$ cat src/rtl/rotary_decoder.sv
// rotary_decoder: debounced quadrature decoder with push switch, step/press pulses and cursor position.
// Define ROTARY_DECODER_WRAP_EN for a wrap-around cursor; by default the cursor saturates at 0 and POS_MAX.
module rotary_decoder #(
  parameter int DEBOUNCE_CYCLES = 27000,
  parameter int POS_MAX = 7
) (
  input  logic                         clk,
  input  logic                         rst_n,
  input  logic                         rotary_a,
  input  logic                         rotary_b,
  input  logic                         rotary_sw,
  output logic                         step_cw,
  output logic                         step_ccw,
  output logic [$clog2(POS_MAX+1)-1:0] position,
  output logic                         sw_level,
  output logic                         sw_press
);
  localparam int CNT_W = $clog2(DEBOUNCE_CYCLES + 1);
  localparam int POS_W = $clog2(POS_MAX + 1);
  localparam logic [CNT_W-1:0] LAST = CNT_W'(DEBOUNCE_CYCLES - 1);
  localparam logic [POS_W-1:0] PMAX = POS_W'(POS_MAX);
  typedef enum logic [3:0] {WAIT, IDLE, CW1, CW2, CW3, CCW1, CCW2, CCW3, ERR} state_t;
  state_t state, nxt;
  logic [2:0] raw, s1, s2, stb;
  logic [CNT_W-1:0] cnt [3];
  logic [1:0] ab;
  logic step_cw_nxt, step_ccw_nxt, sw_level_d;
  logic [POS_W-1:0] pos_inc, pos_dec;
  assign raw = {rotary_sw, rotary_a, rotary_b};
  assign ab = stb[1:0];
  assign sw_level = ~stb[2];
  // Two-flop synchronizer plus per-input stability counter; all idle-high.
  always_ff @(posedge clk or negedge rst_n) begin
    if (!rst_n) begin
      s1 <= '1;
      s2 <= '1;
      stb <= '1;
      for (int k = 0; k < 3; k++) cnt[k] <= '0;
    end else begin
      s1 <= raw;
      s2 <= s1;
      for (int k = 0; k < 3; k++) begin
        if (s2[k] == stb[k]) cnt[k] <= '0;
        else if (cnt[k] == LAST) begin
          stb[k] <= s2[k];
          cnt[k] <= '0;
        end else cnt[k] <= cnt[k] + CNT_W'(1);
      end
    end
  end
  always_ff @(posedge clk or negedge rst_n) begin
    if (!rst_n) state <= WAIT;
    else state <= nxt;
  end
  always_comb begin
    nxt = state;
    case (state)
      WAIT: nxt = ab == 2'b11 ? IDLE : WAIT;
      IDLE: nxt = ab == 2'b01 ? CW1 : ab == 2'b10 ? CCW1 : ab == 2'b00 ? ERR : IDLE;
      CW1:  nxt = ab == 2'b00 ? CW2 : ab == 2'b11 ? IDLE : ab == 2'b10 ? ERR : CW1;
      CW2:  nxt = ab == 2'b10 ? CW3 : ab == 2'b01 ? CW1 : ab == 2'b11 ? ERR : CW2;
      CW3:  nxt = ab == 2'b11 ? IDLE : ab == 2'b00 ? CW2 : ab == 2'b01 ? ERR : CW3;
      CCW1: nxt = ab == 2'b00 ? CCW2 : ab == 2'b11 ? IDLE : ab == 2'b01 ? ERR : CCW1;
      CCW2: nxt = ab == 2'b01 ? CCW3 : ab == 2'b10 ? CCW1 : ab == 2'b11 ? ERR : CCW2;
      CCW3: nxt = ab == 2'b11 ? IDLE : ab == 2'b00 ? CCW2 : ab == 2'b10 ? ERR : CCW3;
      ERR:  nxt = ab == 2'b11 ? IDLE : ERR;
      default: nxt = WAIT;
    endcase
  end
  always_comb begin
    step_cw_nxt = state == CW3 && ab == 2'b11;
    step_ccw_nxt = state == CCW3 && ab == 2'b11;
  end
`ifdef ROTARY_DECODER_WRAP_EN
  assign pos_inc = position == PMAX ? '0 : position + POS_W'(1);
  assign pos_dec = position == '0 ? PMAX : position - POS_W'(1);
`else
  assign pos_inc = position == PMAX ? position : position + POS_W'(1);
  assign pos_dec = position == '0 ? position : position - POS_W'(1);
`endif
  always_ff @(posedge clk or negedge rst_n) begin
    if (!rst_n) begin
      step_cw <= 1'b0;
      step_ccw <= 1'b0;
      position <= '0;
      sw_level_d <= 1'b0;
      sw_press <= 1'b0;
    end else begin
      step_cw <= step_cw_nxt;
      step_ccw <= step_ccw_nxt;
      position <= step_cw_nxt ? pos_inc : step_ccw_nxt ? pos_dec : position;
      sw_level_d <= sw_level;
      sw_press <= sw_level & ~sw_level_d;
    end
  end
endmodule

$ cat config.mk
export PLATFORM = sky130hd
export DESIGN_NAME = rotary_decoder
export DESIGN_NICKNAME = d
export VERILOG_FILES = /design/src/rtl/rotary_decoder.sv
export SDC_FILE = /design/constraint.sdc
export NUM_CORES = 1
export LEC_CHECK = 0
export CAP_MARGIN = 25
export CORE_MARGIN = 2
export CORE_UTILIZATION = 60
export DETAILED_ROUTE_END_ITERATION = 10
export PLACE_DENSITY = 0.78
export SYNTH_ARGS = -nofsm -noshare
export SYNTH_HDL_FRONTEND = slang
export SYNTH_SLANG_ARGS = --single-unit
$ cat constraint.sdc
create_clock -name clk -period 5.59 [get_ports clk]
set_input_delay 1.3975 -clock clk [delete_from_list [all_inputs] [get_ports clk]]
set_output_delay 1.3975 -clock clk [all_outputs]
set_load 0.005 [all_outputs]
## Yosys cells after proc, flatten, opt, wreduce, memory -nomap -nowiden

Cells that the tools add are included.

| word-level totals | value |
|---|---|
| flip-flop bits (word level) | 65 |
| input port bits | 5 |
| output and inout port bits | 7 |
| logic and storage cells | 89 |

| cells by class | value |
|---|---|
| add/sub/neg operators | 5 |
| eq/ne operators | 20 |
| multiplexer cells | 34 |
| bitwise gates (word level) | 6 |
| reduce and logical (&&, ||, !) cells | 10 |

Operators with widths:

| kind | count |
|---|---|
| 2-to-1 mux 15 bit | 6 |
| 2-to-1 mux 4 bit | 22 |
| adder 15 x 1 -> 15 bit, second input constant | 3 |
| == test 15 bit, second input constant | 3 |
| one-hot mux 4 bit (9 select lines) | 1 |
| == test 4 x 3 -> 1 bit, second input constant | 4 |
| 2-to-1 mux 3 bit | 4 |
| == test 4 x 2 -> 1 bit, second input constant | 2 |
| AND reduction 2 bit | 3 |
| NOT 1 bit | 5 |
| == test 2 bit, second input constant | 2 |
| == test 4 x 1 -> 1 bit, second input constant | 1 |
| == test 4 bit, second input constant | 1 |
| logical NOT 4 bit | 1 |
| inequality test 2 bit, second input constant | 2 |
| adder 3 x 1 -> 3 bit, second input constant | 1 |
| == test 1 bit | 3 |
| == test 3 bit, second input constant | 1 |
| logical NOT 3 bit | 1 |
| AND reduction 3 bit | 1 |
| subtractor 3 x 1 -> 3 bit, second input constant | 1 |
| == test 2 x 1 -> 1 bit, second input constant | 1 |
| logical AND 1 bit | 2 |
| logical NOT 2 bit | 1 |
| 3 further kinds | 3 |

## Depth between registers and ports, before layout

| depth | value |
|---|---|
| depth after elaboration | 5 |
| gate-level depth with buffers | 9 |
| depth with buffers taken out | 8 |

## Least setup slack after synthesis

OpenSTA, ideal clock, no wires.

| timing path | value |
|---|---|
| path kind | register to register |
| start | register stb[1] |
| end | register position[1] |
| setup time | 0.126 ns |
| data arrival time | 2.333 ns |
| required time | 5.464 ns |
| slack | 3.131 ns |
| stages on the path, launching flop included | 9 |
| path buffers | 1 |
| clock period less this slack | 2.459 ns |
| cell sequence | dfstp_2 > ha_1 > nand2b_1 > nor3_1 > clkbuf_1 > inv_1 > fa_1 > o21bai_1 > a221o_1 |

| on the way | value |
|---|---|
| word-level cells in the longest chain between the ends | 4 |
| elaborated cells between the ends (all ways) | 8 |
| those cells by class | eq/ne: 3; mux: 1; reduce/logical: 4 |

RTL lines:

| element | RTL line | text |
|---|---|---|
| start: declaration | 24 | `logic [2:0] raw, s1, s2, stb;` |
| start signal: indexed assignment | 45 | `stb[k] <= s2[k];` |
| == test 2 bit (*) | 71 | `step_cw_nxt = state == CW3 && ab == 2'b11;` |
| logical AND 1 bit (*) | 71 |  |
| net step_cw_nxt | 27 | `logic step_cw_nxt, step_ccw_nxt, sw_level_d;` |
| inequality test 2 bit (no line) or nonzero test 2 bit (tied branches) | - |  |
| AND reduction 3 bit (no line) | - |  |
| end signal: assignment | 91 | `position <= step_cw_nxt ? pos_inc : step_ccw_nxt ? pos_dec : position;` |
| end: declaration | 14 | `output logic [$clog2(POS_MAX+1)-1:0] position,` |

Mark *: on every way through the listed nets, which the timed path passes. The rest lies on a longest branch.
A chain may end at the register's enable or synchronous reset.

## Worst setup path after layout

| timing path | value |
|---|---|
| start | register stb[1] |
| end | register position[1] |

| on the way | value |
|---|---|
| word-level cells in the longest chain between the ends | 4 |
| elaborated cells between the ends (all ways) | 8 |
| those cells by class | eq/ne: 3; mux: 1; reduce/logical: 4 |

RTL lines:

| element | RTL line |
|---|---|
| == test 2 bit (*) | 71, 72 |
| logical AND 1 bit (on tied branches) | 71, 72 |
| inequality test 2 bit (no line) or nonzero test 2 bit (tied branches) | - |
| AND reduction 3 bit (no line) | - |

Mark *: on every way between the ends. The rest lies on a longest branch, timed or not.

==> flow_summary.yaml <==
status:
  status: "completed"
die:
  fp.dieH_um: 78.3
  die_w_um: 78.3
  num_rows: 27
  ios: 12
  die_area_um2: 6130
  start_util_pct: 61.3
  core_area_um2: 5410
power_and_ir_drop:
  pwr-share-comb_pct: 3.0
  power_frac_seq_pct: 53.0
  p_switching_uw: 212
  ir_worst_vdd_v: 0.000208
  p_total_uw: 918
  pwr-share-clk_pct: 44.0
  swShare_pct: 23.1
  p_per_area_nw_per_um2: 251
  intPower_uw: 706
  power_leakage_nw: 1.52
global_routing:
  gr-total-overflow: 0
  grt_pass1_wl_mm: 10.5
  grt_use_met1_pct: 29.4
  top_usage_layer: "met2"
  grt_pass1_vias: 2290
  grt_usage_pct: 21.8
  grt_use_met3_pct: 6.44
  antenna_found_initial: 0
  grt_use_met2_pct: 33.3
  grt_max_degree: 66
detailed_routing:
  dr_total_vias: 2330
  drc: 0
  wl_per_cell_um: 14.0
  dr.pass1.iters: 4
  vias_per_cell: 5.67
  ant_nets: 0
  wirelength_mm: 5.77
  drtIter0Drc: 97
timing:
  worst_slack_ns: 2.58
  final-setup-viol-count: 0
  worst_pin_slew_ns: 1.02
  relSlewSlack_pct: 31.3
  slew_violations: 0
  setup_tns_ns: 0
  fin_skew_ns: 0.00961
  fmax_mhz: 332
  period_share_pct: 53.9
  hold_viol: 0
  period_minus_slack_ns: 3.01
  rsz0062_at_grt: "false"
placement:
  place_congestion: 0.807
  port_buffers: 11
  placed_cell_area_um2: 3460
  dpl.hpwl_mm: 3.80
  pre_cts_slack_ns: 2.60
setup_path:
  start_kind: "flip-flop"
  endpoint_kind: "flip-flop"
  crit_required_ns: 5.81
  worstSetupPathType: "flip-flop to flip-flop"
  worstPathArrival_ns: 3.23
  critPathMaxFanout: 11
clock_tree:
  cts_max_level: 3
  clock_path_buffers: 2
  cts_tree: "yes"
  numCtsBuffers: 9
  cts_setup_buffers: 0
  cts_root_buffer: "clkbuf_8"
  clk_pin_slew_ns: 0.07
  holdBufCountCts: 0
  clk-insertion-delay-late_ns: 0.34
  cts_sinks: 65
  ctsResizeCount: 0
job:
  drv_cap: 0
yosys:
  seq_area_frac_synth_pct: 49.4
  synthesis.nets: 341
  ys_ff_latch: 65
  synth-compound-area-share_pct: 7.10
  avgSynthCellArea_um2: 10.2
  yosys.area_share.simple_pct: 22.8
  ys_warn_count: 0
  synthFlopType: "dfrtp_1"
  synth_cell_types: 51
  syn_inst: 324
  ys_async_sr_fraction_pct: 100
  synth-xor-area-share_pct: 11.1
  synth_top_family_by_area: "simple AND/OR/NAND/NOR gates"
  synth_edf_count: 0
  synth-adder-area-share_pct: 4.76
  synth_area_um2: 3310
  synth_mux_area_share_pct: 1.44
final_layout:
  drive_above_1_share_pct: 10.6
  n_antenna_cell: 0
  finalCoreUtilization_pct: 67.7
  stdcell_area_um2: 3660
  final_common_cell: "dfrtp_1"
  syn_to_final_growth_pct: 10.5
  final_cell_mix: "dfrtp_1 (56), nor2_1 (45), xor2_1 (26), nand3_1 (17), xnor2_1 (16)"
  layout.nets: 351
min_path:
  hp-class: "flip-flop to flip-flop"
[worst max-delay path, cell delays in order (launching register included)]
cell and delay [ns]:
dfstp_2 0.60, ha_1 0.20, nand2b_1 0.08, nor3_1 0.82
inv_1 0.13, fa_1 0.51, o21bai_1 0.18, a221o_1 0.37
[per-stage QoR]
step	hold slack [ns]	std cells
2_1_floorplan	0.345	324
3_3_place_gp	0.349	395
3_5_place_dp	0.348	395
4_1_cts	0.360	411
5_1_grt	0.364	411
6_report	0.358	411
[per-layer routing]
layer	vias to the layer above	part of all wire [%]
met5	-	0
met1	1128	46
met3	9	3.8
met2	42	48
li1	1151	-
met4	0	2.0
[registers in the layout (all words and copies together) (netlist names)]
register and cells:
state 4, stb 3, step_cw 1, sw_press 1, sw_level_d 1, position 3, step_ccw 1, s1 3
s2 3, cnt 45
[synth_stat cells (all sizes together), types with 2 or more instances]
cell type  instances  share of area (%)
dfrtp             56                 42
nand4             14                2.6
or3                6                1.1
or4                2               0.57
a31oi              2               0.38
xor2              26                6.9
o21a               3               0.68
nand3             17                2.6
mux2               3                1.1
nand2             12                1.4
and2               2               0.38
a211oi             2               0.45
nand3b             2               0.45
nor2              45                5.1
xnor2             16                4.2
nor2b              2               0.38
clkbuf             9                1.0
nor3b              2               0.45
a21oi              5               0.76
nor3               6               0.91
nand2b             5               0.94
nand4b             4                1.1
buf                4               0.79
and4               8                2.1
o21ai              8                1.2
inv               14                1.6
or2                3               0.57
ha                11                4.2
a22oi              2               0.45
a221oi             2               0.53
nor4               7                1.3
dfstp              9                7.1
[final cells by class]
cell class | instances | area (µm²)
clock inverter | 6 | 66.3
clock buffer | 10 | 138
inverter | 14 | 52.6
timing repair buffer | 12 | 113
multi-input combinational | 232 | 1560
fill | 425 | 1750
sequential | 65 | 1640
tap | 72 | 90.1
[power groups by stage]
| stage | clock (mW) | combinational, mW | sequential [mW] |
|---|---|---|---|
| floorplan | 0 | 0.0148 | 0.493 |
| global route | 0.436 | 0.0327 | 0.488 |
| global placement | 0 | 0.0277 | 0.495 |
| CTS | 0.419 | 0.0287 | 0.486 |
| finish | 0.404 | 0.0273 | 0.486 |
| detailed placement | 0 | 0.0284 | 0.495 |
[path summary, 6_finish.rpt]
path	end	cells after the start	slack (ns)	startpoint
worst max-delay path	position[1]	7	2.58	stb[1]
worst min-delay path	s2[2]	0	0.36	s1[2]
worst max register to register	position[1]	7	2.58	stb[1]
worst min register to register	s2[2]	0	0.36	s1[2]
max in group asynchronous	cnt[40]	2	3.87	rst_n
min in group asynchronous	state[1]	2	1.22	rst_n
[kinds of logic (layout without fill, tap and decap cells)]
kind of cell | Yosys count | after routing
DFF | 65 | 65
and+or+nand+nor | 140 | 140
xor gates and xnor gates | 42 | 42
muxes | 4 | 4
buffers and inverters | 27 | 42
AOI/OAI and AO/OA | 34 | 34
adders and majority gates | 12 | 12
Note: power is estimated with default switching activity, not from simulation.
